$ cat src/rtl/axi_window_guard.sv
// axi_window_guard: AXI4 range guard between the core memory port and the
// DDR address mapper. Bursts that lie entirely inside [0, 2^WINDOW_BITS)
// pass straight through with no added latency. Any other burst is never
// forwarded. The guard waits until all earlier forwarded traffic in that
// direction has drained, then answers the burst locally with DECERR, so
// responses keep AXI ordering.
//
// Ports:
//   clk, reset  - clock; asynchronous active-high reset
//   s_axi_*     - AXI4 slave from the core (64-bit data, 4-bit id)
//   m_axi_*     - AXI4 master of identical shape, feeding the mapper
//   err_count   - saturating count of DECERR-terminated bursts (R + B)
module axi_window_guard #(
  parameter int ADDR_WIDTH      = 32,
  parameter int WINDOW_BITS     = 28,
  parameter int MAX_OUTSTANDING = 15
) (
  input  logic                  clk,
  input  logic                  reset,
  // slave AR
  input  logic [3:0]            s_axi_arid,
  input  logic [ADDR_WIDTH-1:0] s_axi_araddr,
  input  logic [7:0]            s_axi_arlen,
  input  logic [2:0]            s_axi_arsize,
  input  logic [1:0]            s_axi_arburst,
  input  logic                  s_axi_arlock,
  input  logic [3:0]            s_axi_arcache,
  input  logic [2:0]            s_axi_arprot,
  input  logic [3:0]            s_axi_arqos,
  input  logic                  s_axi_aruser,
  input  logic                  s_axi_arvalid,
  output logic                  s_axi_arready,
  // slave R
  output logic [3:0]            s_axi_rid,
  output logic [63:0]           s_axi_rdata,
  output logic [1:0]            s_axi_rresp,
  output logic                  s_axi_rlast,
  output logic                  s_axi_ruser,
  output logic                  s_axi_rvalid,
  input  logic                  s_axi_rready,
  // slave AW
  input  logic [3:0]            s_axi_awid,
  input  logic [ADDR_WIDTH-1:0] s_axi_awaddr,
  input  logic [7:0]            s_axi_awlen,
  input  logic [2:0]            s_axi_awsize,
  input  logic [1:0]            s_axi_awburst,
  input  logic                  s_axi_awlock,
  input  logic [3:0]            s_axi_awcache,
  input  logic [2:0]            s_axi_awprot,
  input  logic [3:0]            s_axi_awqos,
  input  logic                  s_axi_awuser,
  input  logic                  s_axi_awvalid,
  output logic                  s_axi_awready,
  // slave W
  input  logic [63:0]           s_axi_wdata,
  input  logic [7:0]            s_axi_wstrb,
  input  logic                  s_axi_wlast,
  input  logic                  s_axi_wuser,
  input  logic                  s_axi_wvalid,
  output logic                  s_axi_wready,
  // slave B
  output logic [3:0]            s_axi_bid,
  output logic [1:0]            s_axi_bresp,
  output logic                  s_axi_buser,
  output logic                  s_axi_bvalid,
  input  logic                  s_axi_bready,
  // master AR
  output logic [3:0]            m_axi_arid,
  output logic [ADDR_WIDTH-1:0] m_axi_araddr,
  output logic [7:0]            m_axi_arlen,
  output logic [2:0]            m_axi_arsize,
  output logic [1:0]            m_axi_arburst,
  output logic                  m_axi_arlock,
  output logic [3:0]            m_axi_arcache,
  output logic [2:0]            m_axi_arprot,
  output logic [3:0]            m_axi_arqos,
  output logic                  m_axi_aruser,
  output logic                  m_axi_arvalid,
  input  logic                  m_axi_arready,
  // master R
  input  logic [3:0]            m_axi_rid,
  input  logic [63:0]           m_axi_rdata,
  input  logic [1:0]            m_axi_rresp,
  input  logic                  m_axi_rlast,
  input  logic                  m_axi_ruser,
  input  logic                  m_axi_rvalid,
  output logic                  m_axi_rready,
  // master AW
  output logic [3:0]            m_axi_awid,
  output logic [ADDR_WIDTH-1:0] m_axi_awaddr,
  output logic [7:0]            m_axi_awlen,
  output logic [2:0]            m_axi_awsize,
  output logic [1:0]            m_axi_awburst,
  output logic                  m_axi_awlock,
  output logic [3:0]            m_axi_awcache,
  output logic [2:0]            m_axi_awprot,
  output logic [3:0]            m_axi_awqos,
  output logic                  m_axi_awuser,
  output logic                  m_axi_awvalid,
  input  logic                  m_axi_awready,
  // master W
  output logic [63:0]           m_axi_wdata,
  output logic [7:0]            m_axi_wstrb,
  output logic                  m_axi_wlast,
  output logic                  m_axi_wuser,
  output logic                  m_axi_wvalid,
  input  logic                  m_axi_wready,
  // master B
  input  logic [3:0]            m_axi_bid,
  input  logic [1:0]            m_axi_bresp,
  input  logic                  m_axi_buser,
  input  logic                  m_axi_bvalid,
  output logic                  m_axi_bready,
  output logic [15:0]           err_count
);

  localparam int CW = $clog2(MAX_OUTSTANDING + 1);
  localparam logic [CW-1:0]       MAX_OUT = CW'(MAX_OUTSTANDING);
  localparam logic [ADDR_WIDTH:0] ONE     = (ADDR_WIDTH+1)'(1);
  localparam logic [ADDR_WIDTH:0] WIN_END = ONE << WINDOW_BITS;

  // One bit of headroom keeps the end address from wrapping near the top
  // of the address space. WRAP bursts get the INCR footprint, which only
  // ever over-estimates.
  function automatic logic in_window(input logic [ADDR_WIDTH-1:0] addr,
                                     input logic [7:0] len,
                                     input logic [2:0] size);
    logic [ADDR_WIDTH:0] nbytes;
    logic [ADDR_WIDTH:0] end_a;
    nbytes = ((ADDR_WIDTH+1)'(len) + ONE) << size;
    end_a  = {1'b0, addr} + nbytes;
    return ((addr >> WINDOW_BITS) == '0) && (end_a <= WIN_END);
  endfunction

  typedef enum logic [1:0] {R_IDLE, R_DRAIN, R_ERR} rd_state_t;
  typedef enum logic [1:0] {W_IDLE, W_DRAIN, W_SINK, W_RESP} wr_state_t;

  rd_state_t       rd_state, rd_next;
  wr_state_t       wr_state, wr_next;
  logic [CW-1:0]   rd_out, wr_out, w_pend;
  logic [3:0]      rd_err_id, wr_err_id;
  logic [7:0]      rd_err_len, rd_beat;
  logic            rd_err_done, wr_err_done;

  wire ar_ok   = in_window(s_axi_araddr, s_axi_arlen, s_axi_arsize);
  wire aw_ok   = in_window(s_axi_awaddr, s_axi_awlen, s_axi_awsize);
  wire rd_room = rd_out < MAX_OUT;
  wire wr_room = wr_out < MAX_OUT;

  wire m_ar_hs     = m_axi_arvalid & m_axi_arready;
  wire m_rlast_hs  = m_axi_rvalid & m_axi_rready & m_axi_rlast;
  wire m_aw_hs     = m_axi_awvalid & m_axi_awready;
  wire m_wlast_hs  = m_axi_wvalid & m_axi_wready & m_axi_wlast;
  wire m_b_hs      = m_axi_bvalid & m_axi_bready;
  wire ar_err_take = (rd_state == R_IDLE) & s_axi_arvalid & ~ar_ok;
  wire aw_err_take = (wr_state == W_IDLE) & s_axi_awvalid & ~aw_ok;
  // W may only enter the mapper behind an AW that has already gone out
  // (or goes out this cycle).
  wire w_open      = (w_pend != '0) | m_aw_hs;

  assign m_axi_arid    = s_axi_arid;
  assign m_axi_araddr  = s_axi_araddr;
  assign m_axi_arlen   = s_axi_arlen;
  assign m_axi_arsize  = s_axi_arsize;
  assign m_axi_arburst = s_axi_arburst;
  assign m_axi_arlock  = s_axi_arlock;
  assign m_axi_arcache = s_axi_arcache;
  assign m_axi_arprot  = s_axi_arprot;
  assign m_axi_arqos   = s_axi_arqos;
  assign m_axi_aruser  = s_axi_aruser;
  assign m_axi_awid    = s_axi_awid;
  assign m_axi_awaddr  = s_axi_awaddr;
  assign m_axi_awlen   = s_axi_awlen;
  assign m_axi_awsize  = s_axi_awsize;
  assign m_axi_awburst = s_axi_awburst;
  assign m_axi_awlock  = s_axi_awlock;
  assign m_axi_awcache = s_axi_awcache;
  assign m_axi_awprot  = s_axi_awprot;
  assign m_axi_awqos   = s_axi_awqos;
  assign m_axi_awuser  = s_axi_awuser;
  assign m_axi_wdata   = s_axi_wdata;
  assign m_axi_wstrb   = s_axi_wstrb;
  assign m_axi_wlast   = s_axi_wlast;
  assign m_axi_wuser   = s_axi_wuser;

  // Read side. An out-of-range AR is accepted as soon as it is presented;
  // ready depends on the address check only, never on arvalid.
  always_comb begin
    rd_next       = rd_state;
    rd_err_done   = 1'b0;
    m_axi_arvalid = 1'b0;
    s_axi_arready = 1'b0;
    s_axi_rvalid  = m_axi_rvalid;
    s_axi_rid     = m_axi_rid;
    s_axi_rdata   = m_axi_rdata;
    s_axi_rresp   = m_axi_rresp;
    s_axi_rlast   = m_axi_rlast;
    s_axi_ruser   = m_axi_ruser;
    m_axi_rready  = s_axi_rready;
    case (rd_state)
      R_IDLE: begin
        if (ar_ok) begin
          m_axi_arvalid = s_axi_arvalid & rd_room;
          s_axi_arready = m_axi_arready & rd_room;
        end else begin
          s_axi_arready = 1'b1;
          if (s_axi_arvalid) rd_next = R_DRAIN;
        end
      end
      R_DRAIN: if (rd_out == '0) rd_next = R_ERR;
      R_ERR: begin
        s_axi_rvalid = 1'b1;
        s_axi_rid    = rd_err_id;
        s_axi_rdata  = '0;
        s_axi_rresp  = 2'b11;
        s_axi_rlast  = (rd_beat == rd_err_len);
        s_axi_ruser  = 1'b0;
        m_axi_rready = 1'b0;
        if (s_axi_rready && rd_beat == rd_err_len) begin
          rd_err_done = 1'b1;
          rd_next     = R_IDLE;
        end
      end
      default: rd_next = R_IDLE;
    endcase
  end

  // Write address side.
  always_comb begin
    m_axi_awvalid = 1'b0;
    s_axi_awready = 1'b0;
    if (wr_state == W_IDLE) begin
      if (aw_ok) begin
        m_axi_awvalid = s_axi_awvalid & wr_room;
        s_axi_awready = m_axi_awready & wr_room;
      end else begin
        s_axi_awready = 1'b1;
      end
    end
  end

  // Write data/response side and write state sequencing.
  always_comb begin
    wr_next      = wr_state;
    wr_err_done  = 1'b0;
    m_axi_wvalid = s_axi_wvalid & w_open;
    s_axi_wready = m_axi_wready & w_open;
    s_axi_bvalid = m_axi_bvalid;
    s_axi_bid    = m_axi_bid;
    s_axi_bresp  = m_axi_bresp;
    s_axi_buser  = m_axi_buser;
    m_axi_bready = s_axi_bready;
    case (wr_state)
      W_IDLE:  if (aw_err_take) wr_next = W_DRAIN;
      W_DRAIN: if (w_pend == '0 && wr_out == '0) wr_next = W_SINK;
      W_SINK: begin
        m_axi_wvalid = 1'b0;
        s_axi_wready = 1'b1;
        if (s_axi_wvalid && s_axi_wlast) wr_next = W_RESP;
      end
      W_RESP: begin
        s_axi_bvalid = 1'b1;
        s_axi_bid    = wr_err_id;
        s_axi_bresp  = 2'b11;
        s_axi_buser  = 1'b0;
        m_axi_bready = 1'b0;
        if (s_axi_bready) begin
          wr_err_done = 1'b1;
          wr_next     = W_IDLE;
        end
      end
      default: wr_next = W_IDLE;
    endcase
  end

  wire [16:0] err_sum = {1'b0, err_count} + 17'(rd_err_done) + 17'(wr_err_done);

  always_ff @(posedge clk or posedge reset) begin
    if (reset) begin
      rd_state   <= R_IDLE;
      wr_state   <= W_IDLE;
      rd_out     <= '0;
      wr_out     <= '0;
      w_pend     <= '0;
      rd_err_id  <= '0;
      rd_err_len <= '0;
      rd_beat    <= '0;
      wr_err_id  <= '0;
      err_count  <= '0;
    end else begin
      rd_state  <= rd_next;
      wr_state  <= wr_next;
      rd_out    <= rd_out + CW'(m_ar_hs) - CW'(m_rlast_hs);
      wr_out    <= wr_out + CW'(m_aw_hs) - CW'(m_b_hs);
      w_pend    <= w_pend + CW'(m_aw_hs) - CW'(m_wlast_hs);
      err_count <= err_sum[16] ? 16'hFFFF : err_sum[15:0];
      if (ar_err_take) begin
        rd_err_id  <= s_axi_arid;
        rd_err_len <= s_axi_arlen;
        rd_beat    <= '0;
      end else if (rd_state == R_ERR && s_axi_rready) begin
        rd_beat <= rd_beat + 8'd1;
      end
      if (aw_err_take) wr_err_id <= s_axi_awid;
    end
  end

endmodule

$ cat config.mk
export PLATFORM = sky130hd
export DESIGN_NAME = axi_window_guard
export DESIGN_NICKNAME = d
export VERILOG_FILES = /design/src/rtl/axi_window_guard.sv
export SDC_FILE = /design/constraint.sdc
export NUM_CORES = 1
export LEC_CHECK = 0
export CORE_AREA = 2 2 232 234
export DETAILED_ROUTE_END_ITERATION = 8
export DIE_AREA = 0 0 234 236
export DONT_BUFFER_PORTS = 1
export GPL_TIMING_DRIVEN = 0
export SLEW_MARGIN = 20
export SYNTH_ARGS = -nofsm -noshare
export SYNTH_HDL_FRONTEND = slang
export SYNTH_SLANG_ARGS = --single-unit
$ cat constraint.sdc
create_clock -name clk -period 13.7 [get_ports clk]
set_input_delay 2.74 -clock clk [delete_from_list [all_inputs] [get_ports clk]]
set_output_delay 2.74 -clock clk [all_outputs]
set_load 0.02 [all_outputs]
### Word level (Yosys, flattened, before mapping)

Cells that the tools add are included.

* muxes and demuxes: 39
* bitwise operators: 20
* $mul: 0
* reduce and logical (&&, ||, !) cells: 17
* div/mod/pow operators: 0
* $add $sub $neg: 13
* equality and inequality tests: 14
* order comparisons: 4
* shift operators: 2

Operators by type and width (number)
* adder 32 x 33 -> 33 bit: 2
* less-or-equal comparator 33 x 29 -> 1 bit, second input constant: 2
* left shift 9 x 3 -> 33 bit: 2
* logical NOT 32 bit: 2
* two-way mux 64 bit: 1
* two-way mux 1 bit: 21
* two-way mux 2 bit: 10
* adder 8 x 1 -> 9 bit, second input constant: 2
* adder 16 x 1 -> 17 bit: 1
* adder 17 x 1 -> 17 bit: 1
* bitwise AND 1 bit: 17
* two-way mux 16 bit: 1
* two-way mux 8 bit: 2
* != test 2 bit, second input constant: 8
* adder 4 x 1 -> 4 bit: 3
* logical NOT 4 bit: 3
* subtractor 4 x 1 -> 4 bit: 3
* adder 8 x 1 -> 8 bit, second input constant: 1
* == test 8 bit: 1
* less-than comparator 4 bit, second input constant: 2
* two-way mux 4 bit: 2
* one-hot mux 2 bit (4 select lines): 1
* AND reduction 4 bit: 2
* == test 2 bit, second input constant: 3
* 8 further kinds: 16

* logic and storage cells: 119
* latch bits: 0
* ROM bits: 0
* input port bits: 289
* memory bits (writable): 0
* bits in registers: 56
* memories kept: 0
* output and inout bits: 303

### Depth between registers and ports, before layout

* depth in word-level cells: 14
* depth in mapped cells: 27
* depth with buffers taken out: 26

### Least setup slack after synthesis

Ideal clock, no wire load.

* path type: input port to output port
* start point: input port s_axi_awlen[0]
* end point: output port s_axi_wready
* data arrival time: 6.897 ns
* required time: 10.960 ns
* setup slack: 4.063 ns
* buffers on the path: 1
* stages: 20
* cells stage by stage: ha_1 nand2_1 nor2_1 nand2_1 xnor2_1 nor2_1 a31oi_1 mux2_2 and2_1 ha_1 clkbuf_1 a211o_1 a21oi_1 o22ai_1 or4_1 nor4_1 nand4_1 nor2b_2 nor2_1 o41ai_1

* word-level cells in the longest chain between the ends: 11

Ends and longest elaborated chain
* from (decl): RTL line 44 `input logic [7:0] s_axi_awlen,`
* adder 8 x 1 -> 9 bit: RTL line 130 `nbytes = ((ADDR_WIDTH+1)'(len) + ONE) << size;`
* left shift 9 x 3 -> 33 bit: RTL line 130
* adder 32 x 33 -> 33 bit: RTL line 131 `end_a = {1'b0, addr} + nbytes;`
* less-or-equal comparator 33 x 29 -> 1 bit: RTL line 132 `return ((addr >> WINDOW_BITS) == '0) && (end_a <= WIN_END);`
* logical AND 1 bit: RTL line 132
* two-way mux 1 bit: RTL line 233 `if (aw_ok) begin`
* two-way mux 1 bit: RTL line 232 `if (wr_state == W_IDLE) begin`
* bitwise AND 1 bit: RTL line 152 `wire m_aw_hs = m_axi_awvalid & m_axi_awready;`
* bitwise OR 1 bit: RTL line 159 `wire w_open = (w_pend != '0) | m_aw_hs;`
* bitwise AND 1 bit: RTL line 247 `s_axi_wready = m_axi_wready & w_open;`
* two-way mux 1 bit: RTL line 253 `case (wr_state)`
* to (decl): RTL line 60 `output logic s_axi_wready,`

Every way passes these cells.

### Final worst setup path

* start point: input port s_axi_awsize[0]
* end point: output port s_axi_wready

* word-level cells in the longest chain between the ends: 10

Ends and longest elaborated chain
* from (decl): RTL line 45 `input logic [2:0] s_axi_awsize,`
* left shift 9 x 3 -> 33 bit: RTL line 130
* adder 32 x 33 -> 33 bit: RTL line 131
* less-or-equal comparator 33 x 29 -> 1 bit: RTL line 132
* logical AND 1 bit: RTL line 132
* two-way mux 1 bit: RTL line 233
* two-way mux 1 bit: RTL line 232
* bitwise AND 1 bit: RTL line 152
* bitwise OR 1 bit: RTL line 159
* bitwise AND 1 bit: RTL line 247
* two-way mux 1 bit: RTL line 253

Every way passes these cells.

==> qor.yml <==
detailed_routing:
  drt_first_pass_iters: 5
  drcViolationCount: 0
  wl_per_cell_um: 18.6
  drt_wl_total_um: 35500
  drt-initial-drc-count: 526
  final_antenna_net_count: 0
  num_vias: 8917
  via_per_inst: 4.68
die:
  fp.dieArea_mm2: 0.0552
  die_y_um: 236
  fp-row-count: 85
  coreArea_mm2: 0.0531
  initial_core_util: 0.171
  die-width_um: 234
  num_io_pins: 592
grt:
  grt_max_degree: 30
  antenna_found_initial: 7
  grt_pass1_vias: 8337
  groute.usage.overall: 0.119
  grt-ovfl-total: 0
  grt_pass1_wl_um: 50200
clock_tree:
  cts_root_buf: "clkbuf_16"
  cts_resized: 0
  holdBufCountCts: 0
  cts_buffers: 5
  insertion_delay_ps: 320
  clk_path_buf_depth: 2
  cts_max_level: 2
  cts_sinks: 56
  clkTransAtPathRegs_ps: 80
  tritoncts: "built"
  post-cts-setup-buffers: 0
yosys:
  netlist_area_mm2: 0.00910
  synth_simple_gate_area_frac: 0.244
  ys.flop_type: "dfrtp_1"
  synth_area_leader_cell: "buf_4"
  synth_compound_area_frac: 0.203
  synth_most_common_cell: "buf_4"
  syn_avg_cell_area_um2: 7.60
  synth_top_family_by_area: "simple AND/OR/NAND/NOR gates"
  synth_edf_count: 0
  synth.distinct_cells: 86
  async_reset_ff_frac: 1.00
  ys_seq_area_frac: 0.154
  muxShareOfSynthArea: 0.0495
  ys_ff_latch: 56
  synth-xor-area-share: 0.0491
  synth_top_area_frac: 0.163
  syn_nets: 1550
  yosys_warnings: 0
  syn_inst: 1198
  synth_common_cells: "buf_4 (198), nand2_1 (108), nor2_1 (75)"
  netlist_top_cells_area: "buf_4 (16%), dfrtp_1 (15%), ha_1 (7.8%)"
  synth_fa_ha_area_frac: 0.0916
placement:
  place_area_mm2: 0.0100
  placedCellCount: 1896
  routabilityCongestion: 0.987
  dp_hpwl_um: 30100
  port_buffers: 0
status:
  status: "finished, final reports clean"
timing:
  setup_viol: 0
  period_minus_slack_ps: 10530
  slew_headroom: 0.340
  final.setup_skew_ps: 13.4
  final_hold_viol_count: 0
  rsz0062_at_grt: "false"
  totalNegativeSetupSlack_ps: 0
  max_freq_mhz: 95.0
  tightest_slew_ps: 978
  min_period_over_period: 0.769
  slew_viol_final: 0
cells_and_area:
  num-fill-cells: 5953
  syn_to_final_growth_pct: 11.8
  finalInstanceArea_mm2: 0.0102
  drive_above_1_share: 0.222
  final_cells: 1905
  nNetsFinal: 1559
critical_path:
  worstSetupPathType: "primary input to output port"
  critPathSlowestCell: "o41ai_1"
  cp-start-kind: "primary input"
  cp_common_cell: "nor2_1"
  arrival_ps: 7790
  cp_max_fo: 10
  cp-end-kind: "output port"
  cp.required_ps: 10960
  max_stage_delay_ps: 900
  worstPathCellList: "buf_1, buf_1, mux2i_1, nor2_1, nor2_1, o22ai_1, ha_1, clkbuf_1, o211ai_1, o21ai_0, xor2_1, a2111o_1, nor4_1, nand4_1, nor2b_2, nor2_1, o41ai_1"
power_and_ir_drop:
  power.leakage_nw: 4.35
  ir_drop_mv: 0.0677
  power_density_mw_per_mm2: 105
  total_power_mw: 1.07
flow_run:
  cap_violations: 0
hold_path:
  hp-class: "register to register"
-- cell families (layout without fill, tap and decap cells) --
family	after synthesis	in the layout
adder cells (fa/ha/maj)	63	63
buffers and inverters	301	311
AO/OA/AOI/OAI	263	263
multiplexers	39	39
AND/OR/NAND/NOR	425	425
flip-flops	56	56
XOR/XNOR	51	51
other	0	1
-- final cells by class --
class | instances | area [µm²] | area share
multi-input cells | 841 | 5810 | 0.571
plain buffers | 242 | 1680 | 0.165
flip-flops and latches | 56 | 1400 | 0.138
well taps | 696 | 871 | 0.0856
inverters | 59 | 224 | 0.0220
clock buffers | 5 | 125 | 0.0123
clock inverters | 3 | 27.5 | 0.00271
repair buffers | 2 | 27.5 | 0.00271
diodes | 1 | 2.50 | 0.000246
-- state kept, by name, indices dropped and copies added, names as in the netlist --
name / count
rd_err_id: 4
w_pend: 4
wr_out: 4
rd_out: 4
rd_err_len: 8
wr_err_id: 4
wr_state: 2
rd_beat: 8
rd_state: 2
err_count: 16
-- final timing paths --
check,start,to,slack (ps),cells past startpoint
worst max-delay path,s_axi_awsize[0],s_axi_wready,3170,17
worst min-delay path,wr_err_id[1],wr_err_id[1],510,1
worst max register to register,rd_state[1],err_count[10],10200,10
worst min register to register,wr_err_id[1],wr_err_id[1],510,1
max in group asynchronous,reset,wr_err_id[2],10880,2
min in group asynchronous,reset,err_count[6],2270,1
-- per-layer routing --
metal / wire (µm) / part of all wire / up-vias / GRT usage
met3: 4190 / 0.12 / 57 / 0.0459
met5: 68 / 0.0019 / - / 0
met1: 14300 / 0.40 / 4254 / 0.150
met2: 16000 / 0.45 / 527 / 0.188
met4: 917 / 0.026 / 10 / 0.0336
li1: - / - / 4069 / -
-- layout by cell type (no fill, tap or decap), types with 11 or more instances in the layout --
| cell type | n |
|---|---|
| nand4_1 | 20 |
| and3_1 | 13 |
| a31oi_1 | 18 |
| o21ai_0 | 51 |
| mux2i_1 | 15 |
| nand2b_1 | 11 |
| or3_1 | 11 |
| xnor2_1 | 26 |
| clkbuf_1 | 33 |
| a21o_1 | 16 |
| a211oi_1 | 17 |
| dfrtp_1 | 56 |
| buf_4 | 199 |
| ha_1 | 57 |
| o211ai_1 | 13 |
| nor2b_1 | 16 |
| nor2_1 | 74 |
| a21oi_1 | 52 |
| inv_1 | 57 |
| xor2_1 | 25 |
| and2_1 | 74 |
| nand3_1 | 37 |
| mux2_2 | 16 |
| nand2_1 | 108 |
-- stage by stage --
step | util | hold slack (ps) | setup slack [ps]
floorplan | - | 475 | 4060
global placement | 0.188 | 484 | 3240
detailed placement | 0.189 | 493 | 3200
CTS | 0.191 | 514 | 3200
global route | 0.192 | 530 | 2850
finish | 0.192 | 511 | 3170
-- power by group --
group | total [mW] | switching (mW) | internal (mW) | leakage, nW
Combinational | 0.642 | 0.391 | 0.251 | 3.57
Sequential | 0.287 | 0.0616 | 0.225 | 0.705
Clock | 0.144 | 0.0742 | 0.0699 | 0.0719
-- worst max-delay path, delay by kind of cell --
kind / cells / cell delay, ps
XOR/XNOR: 1 / 150
buffers and inverters: 3 / 1010
multiplexers: 1 / 290
adder cells (fa/ha/maj): 1 / 280
AO/OA/AOI/OAI: 5 / 2050
AND/OR/NAND/NOR: 6 / 1260
(Power assumes the default switching activity.)
